`config.mk`:
```
export PLATFORM = sky130hd
export DESIGN_NAME = result_mem_reader
export DESIGN_NICKNAME = d
export VERILOG_FILES = /design/src/rtl/result_mem_reader.sv
export SDC_FILE = /design/constraint.sdc
export NUM_CORES = 2
export LEC_CHECK = 0
export CORE_ASPECT_RATIO = 0.7
export CORE_UTILIZATION = 60
export CTS_CLUSTER_DIAMETER = 80
export CTS_CLUSTER_SIZE = 24
export DETAILED_ROUTE_END_ITERATION = 16
export MAX_ROUTING_LAYER = met4
export PLACE_DENSITY = 0.72
export SYNTH_ARGS = -nofsm -noshare
export SYNTH_HDL_FRONTEND = slang
export SYNTH_SLANG_ARGS = --single-unit
```
`constraint.sdc`:
```
create_clock -name clk -period 2.9 [get_ports clk]
set_input_delay 0.435 -clock clk [delete_from_list [all_inputs] [get_ports clk]]
set_output_delay 0.435 -clock clk [all_outputs]
set_load 0.005 [all_outputs]
```
`src/rtl/result_mem_reader.sv`:
```
// Result memory written by ALU pipeline stage 4, drained by a block-read engine
// that streams base_addr..base_addr+count-1 over a valid/ready handshake.
module result_mem_reader #(
    parameter int DATA_W = 16,
    parameter int ADDR_W = 8,
    parameter int DEPTH  = 2 ** ADDR_W
) (
    input  logic              clk,
    input  logic              rst_n,
    input  logic              wr_en,
    input  logic [ADDR_W-1:0] wr_addr,
    input  logic [DATA_W-1:0] wr_data,
    input  logic              start,
    input  logic [ADDR_W-1:0] base_addr,
    input  logic [ADDR_W:0]   count,
    output logic              busy,
    output logic              done,
    output logic              out_valid,
    input  logic              out_ready,
    output logic [DATA_W-1:0] out_data,
    output logic [ADDR_W-1:0] out_addr
);

    typedef enum logic [1:0] {IDLE, FETCH, PRESENT} state_t;

    state_t state_reg, state_next;

    logic [DATA_W-1:0] mem [DEPTH];

    logic [ADDR_W-1:0] ptr_reg, ptr_next;
    logic [ADDR_W:0]   remaining_reg, remaining_next;
    logic [DATA_W-1:0] out_data_reg, out_data_next;
    logic [ADDR_W-1:0] out_addr_reg, out_addr_next;
    logic              out_valid_reg, out_valid_next;
    logic              busy_reg, busy_next;
    logic              done_reg, done_next;
    logic [DATA_W-1:0] rd_word;

    // Memory has no reset so its contents survive rst_n.
    always_ff @(posedge clk) begin
        if (wr_en) begin
            mem[wr_addr] <= wr_data;
        end
    end

    // Write-first: a same-cycle write to the fetched address wins.
    assign rd_word = (wr_en && (wr_addr == ptr_reg)) ? wr_data : mem[ptr_reg];

    always_ff @(posedge clk or negedge rst_n) begin
        if (!rst_n) begin
            state_reg     <= IDLE;
            ptr_reg       <= '0;
            remaining_reg <= '0;
            out_data_reg  <= '0;
            out_addr_reg  <= '0;
            out_valid_reg <= 1'b0;
            busy_reg      <= 1'b0;
            done_reg      <= 1'b0;
        end else begin
            state_reg     <= state_next;
            ptr_reg       <= ptr_next;
            remaining_reg <= remaining_next;
            out_data_reg  <= out_data_next;
            out_addr_reg  <= out_addr_next;
            out_valid_reg <= out_valid_next;
            busy_reg      <= busy_next;
            done_reg      <= done_next;
        end
    end

    always_comb begin
        state_next     = state_reg;
        ptr_next       = ptr_reg;
        remaining_next = remaining_reg;
        out_data_next  = out_data_reg;
        out_addr_next  = out_addr_reg;
        out_valid_next = out_valid_reg;
        busy_next      = busy_reg;
        done_next      = 1'b0;

        case (state_reg)
            IDLE: begin
                if (start) begin
                    if (count != '0) begin
                        state_next     = FETCH;
                        ptr_next       = base_addr;
                        remaining_next = count;
                        busy_next      = 1'b1;
                    end else begin
                        done_next = 1'b1;
                    end
                end
            end
            FETCH: begin
                state_next     = PRESENT;
                out_data_next  = rd_word;
                out_addr_next  = ptr_reg;
                out_valid_next = 1'b1;
            end
            PRESENT: begin
                if (out_ready) begin
                    out_valid_next = 1'b0;
                    remaining_next = remaining_reg - (ADDR_W + 1)'(1);
                    if (remaining_reg == (ADDR_W + 1)'(1)) begin
                        state_next = IDLE;
                        busy_next  = 1'b0;
                        done_next  = 1'b1;
                    end else begin
                        // Address arithmetic wraps naturally at DEPTH.
                        ptr_next   = ptr_reg + ADDR_W'(1);
                        state_next = FETCH;
                    end
                end
            end
            default: begin
                state_next = IDLE;
            end
        endcase
    end

    assign busy      = busy_reg;
    assign done      = done_reg;
    assign out_valid = out_valid_reg;
    assign out_data  = out_data_reg;
    assign out_addr  = out_addr_reg;

endmodule

```
## After elaboration in Yosys (flattened, before gate mapping)

Memory sizes are Yosys's and may differ from the RTL's. A register that Yosys moved wholly into a read port is not among the register bits.
Index checks and enable logic that the tools add are counted.

- Flip-flop bits (word level): 30
- Memory bits (writable): 4096
- Input port bits: 46
- Output and inout bits: 27
- Logic and storage cells: 56
- Memories: 1

Memory list:

| memory | words | width | rd ports | clocked after memory_dff | write ports | RTL line | source |
|---|---|---|---|---|---|---|---|
| mem | 256 | 16 | 1 | 1 | 1 | 28 | `logic [DATA_W-1:0] mem [DEPTH];` |

- $add $sub $neg: 2
- Equality and inequality tests: 8
- Muxes and demuxes: 28
- Reductions and logical operators: 10

Operators by type and width:

| cell | count |
|---|---|
| two-way mux 8 bit | 4 |
| two-way mux 9 bit | 3 |
| one-hot mux 9 bit (2 select lines) | 1 |
| one-hot mux 8 bit (2 select lines) | 1 |
| two-way mux 1 bit | 12 |
| != test 2 bit, second input constant | 5 |
| AND reduction 5 bit | 2 |
| equality test 9 x 1 -> 1 bit, second input constant | 1 |
| nonzero test 9 bit | 1 |
| subtractor 9 x 1 -> 9 bit, second input constant | 1 |
| adder 8 x 1 -> 8 bit, second input constant | 1 |
| two-way mux 2 bit | 3 |
| one-hot mux 1 bit (2 select lines) | 3 |
| one-hot mux 2 bit (3 select lines) | 1 |
| AND reduction 4 bit | 1 |
| nonzero test 2 bit | 2 |
| AND reduction 3 bit | 1 |
| equality test 2 x 1 -> 1 bit, second input constant | 1 |
| equality test 2 bit, second input constant | 1 |
| zero test 2 bit | 1 |
| AND reduction 2 bit | 1 |
| zero test 1 bit | 1 |

## Logic depth before layout (Yosys ltp)

- Word-level depth: 4
- Gate-level depth with buffers: 13
- Gate-level depth less buffers: 7

## Worst setup path before layout

No wires, ideal clock.

- Kind: in2reg
- Start point: in wr_addr[1]
- End point: mem mem[238][0] (enable)
- Library setup time: 0.388 ns
- Arrival: 2.212 ns
- Path slack: 0.299 ns
- Cell stages on the path: 6
- Path buffers: 3
- Cells stage by stage: clkbuf_1 nor2b_1 clkbuf_1 nand4_1 clkbuf_1 nor2_1

RTL lines:

| what | RTL line | source |
|---|---|---|
| from (decl) | 11 | `input logic [ADDR_W-1:0] wr_addr,` |
| to (decl) | 28 |  |

No word-level cell before the write port.

==> results.md <==
- The run finished, with violations left.
- The final reports fail on negative setup slack.
- The achievable frequency is 290.1 MHz.
- Cells fill a little over two thirds of the core in the end.
- Measured along the x axis, the die boundary spans roughly 620 µm.
- The top flip-flop cell by instance count after synthesis is edfxtp_1.
- The final non-filler cell area is roughly 190,000 µm².
- In this run the tool buffered the top-level ports with 72 buffer cells.
- Counting distinct cell types in the post-synthesis netlist gives 94.
- Of the synthesized area, sequential elements account for slightly below 80%.
- The first-pass iteration count of the detailed router is 7.
- The slowest cell on the critical path is or4b_4.
- For this configuration, the core starts out at a cell density of 60.62%.
- The library cell used most frequently in the layout, excluding fill and tap cells, is edfxtp_1.
- The detailed placement HPWL is approximately 320 mm.
- The average via count per standard cell is between 7 and 8.
- The critical path in this run is classified as flip-flop to flip-flop.
- The design internal power is around 110,000 µW.
- In this run, synthesis inferred roughly 4,100 flip-flops with an integrated enable.
- For the worst-skew pair, the clock arrives at the later sink with an insertion delay of around 940 ps.
- The clock network accounts for 18.5% of the total power.
- The detailed router placed between 80,000 and 90,000 vias in this run.
- The delay of the slowest cell on the worst path is 560 ps.
- Traced cell by cell, the critical path runs through buf_12, and2_2, buf_4, a221oi_1, o21ai_4, a21oi_4, or4b_4, o211ai_1, nand3_1.
- The number of hold violations in the final report came to 0.
- During synthesis, Yosys emitted a total of 0 warnings.
- At the pin with the least slew margin, the transition time is approximately 1100 ps.
- The cell leakage power is a little over 0.06 µW.
- The worst pin sits at a relative slew slack of between 20 and 30%.
- The area after detailed placement is around 180,000 µm².
- The share of cells above drive strength 1 is 32.97%.
- The clock slew at the register clock pins of the worst setup and hold paths is approximately 100 ps.
- TritonCTS built the clock tree.
- The register bit total from synthesis is around 4,100.
- Including well taps, the total number of placed cells is ~12,000.
- STA puts the critical path data required time at 3670 ps.
- The clock root buffer is clkbuf_16.
- Synthesis produced a netlist whose cell count is between 7,000 and 8,000.
- The number of global-route vias before repair is approximately 85,000.
- The count of nets after finishing is 8,855.
- Data on the critical path arrives at its endpoint at ~4200 ps.
- The worst hold path belongs to the class input pin to flip-flop.
- The count of cells in the finished layout, fillers not included, comes to 12,410.
- The tool flagged a number of max-cap violations equal to 0.
- In this run the remaining antenna-violating nets after routing total 0.
- The total count of max-transition violations in the final report is 0.
- The count of endpoints failing setup in the final report is 16.
- The congestion estimate from routability-driven global placement came to about 0.99.
- The average cell area after synthesis is roughly 22 µm².
- IR analysis of the VDD net gives a maximum drop of 817.2 µV.
- After global routing the overflow that remains totals 0.
- The pin count of the biggest net entering global routing is around 140.
- In this run, flip-flops and latches consume 40.3% of the power.
- The final worst-path cycle share is 118.9%.
- The top cell types in the final layout, fill and taps aside, are edfxtp_1 (4,096), buf_4 (1,009), mux4_2 (829), buf_12 (372), mux2i_1 (363).
- From bottom edge to top edge, the die measures roughly 440 µm.
- Compared with the post-synthesis result, the final layout area differs by 16.33%.
- After synthesis, the share of flip-flops with an asynchronous set or reset is 1.111%.
- Counting I/O delays and the setup requirement, the final critical path takes roughly 3400 ps.
- The net switching power of the design is between 50,000 and 60,000 µW.
- The register with the most flip-flops in the layout has between 4,000 and 5,000 of them.
- In this run the power density over the cells is roughly 880 nW/µm².
- The cell area that synthesis handed to floorplanning was 161,200 µm².
- The maximum buffer depth of the clock tree is 4.
- The clock buffer count from CTS is around 200.
- The standard cell core area is 265,900 µm².
- The first routing iteration left ~17,000 violations.
- For the final database, setup skew stands at 58.92 ps.
- The combinational cell fraction of total power is between 40% and 50%.
- Net switching is between 30% and 40% of the power.
- The die area is between 200,000 and 300,000 µm².
- The H-tree was split into 4 levels.
- Summed over all layers, the routed wires come to between 400 and 500 mm.
- The first global-routing pass estimated ~670 mm of wire.
- The placement row count is approximately 160.
- The number of antenna violations at the first check in global routing is 21.
- The average detailed-routed wire length per instance is just under 40 µm.
- The worst-case setup margin in the final layout is -547.3 ps.
- The nature of the critical path endpoint is a flip-flop.
- The number of placed I/O pins is 73.
- After detailed routing, the number of remaining DRC violations is 0.
- The CTS sink count is ~4,100.
- STA classifies the critical path startpoint as a flip-flop.
- The total global-route track usage is 37.05%.
- The number of nets handed over by synthesis was between 7,000 and 8,000.
- Setup repair after global routing could not meet its margin everywhere.
- The peak fanout along the critical path is 19.
area by class of cell:
type                    count  area, µm²
fillers                 15500      78410
clock inverters             8      82.58
well taps                3520       4404
diodes                     25      62.56
clock buffers             256       5215
flip-flops and latches   4142     124200
multi-input cells        2867      35450
repair buffers           1579      18020
inverters                  17      75.07
repair_timing:
item	in CTS	in global routing
gates cloned	14	5
pin swaps	73	77
hold buffers	8	1
endpoints found under the setup margin	16	16
buffers inserted	80	57
endpoints found under the hold margin	226	1
resized for setup	293	194
logic make-up after synthesis:
logic type,count (synthesis),synth area share [%]
DFF,4142,77.03
muxes,1287,15.05
AOI/OAI and AO/OA,830,3.633
and+or+nand+nor,739,2.026
buffers and inverters,472,2.192
xor gates and xnor gates,8,0.04348
adders and majority gates,3,0.02329
power by group through the flow:
stage,Clock (µW),Sequential (µW),Combinational [µW]
floorplan,0,67700,30600
global placement,0,68100,58600
detailed placement,0,68100,59100
CTS,30600,66700,63900
global route,32500,66800,69300
finish,30700,66800,68200
synthesized netlist by cell type, drive strengths merged (19+ instances only):
master	count	area (µm²)
a22oi	204	1531
o211ai	28	210.2
o22ai	58	362.9
edfxtp	4096	123000
a211oi	28	210.2
o221ai	33	289.0
a22o	36	315.3
dfrtp	46	1151
a21oi	155	775.7
clkbuf	138	703.2
o21ai	100	504.2
nor3	21	105.1
a221oi	49	491.7
nand4	19	118.9
mux4	888	20240
mux2	25	281.5
mux2i	374	3744
nor2	327	1230
a31oi	22	137.6
nand2	195	732.0
nand3	84	420.4
buf	315	2744
metrics by stage:
step	power (µW)	setup TNS (ps)	hold WS (ps)	setup slack, ps
3_3_place_gp	126700	-18340	464.5	-860.6
3_5_place_dp	127200	-28410	474.1	-861.8
5_1_grt	168500	-6146	24.00	-508.0
2_1_floorplan	98280	0	139.4	299.1
4_1_cts	161300	-4907	14.25	-366.6
6_report	165600	-5982	19.74	-547.3
worst paths after layout:
kind | from | endpoint | slack (ps) | cells after the start
hold reg to reg | busy | busy | 490 | 1
setup / recovery | ptr_reg[1] | out_data[9] | -550 | 9
setup reg to reg | ptr_reg[1] | out_data[9] | -550 | 9
min in group asynchronous | rst_n | ptr_reg[7] | 110 | 2
hold / removal | wr_data[4] | mem[6][4] | 20 | 1
max in group asynchronous | rst_n | out_data[9] | 2100 | 3
worst max-delay path: cells and delay by family (launching register included):
family          cells  cell delay [ps]
compound gates      4              940
buf+inv             2              670
flops               1              510
simple gates        3             1120
routing by layer:
| metal | GRT usage (%) | up-vias | part of all wire [%] |
|---|---|---|---|
| met5 | - | - | 0 |
| met4 | 14.87 | 0 | 4.8 |
| met3 | 11.18 | 1051 | 16 |
| met2 | 50.58 | 7613 | 44 |
| met1 | 52.86 | 46210 | 36 |
| li1 | - | 34010 | - |
Note: power is estimated with default switching activity, not from simulation.
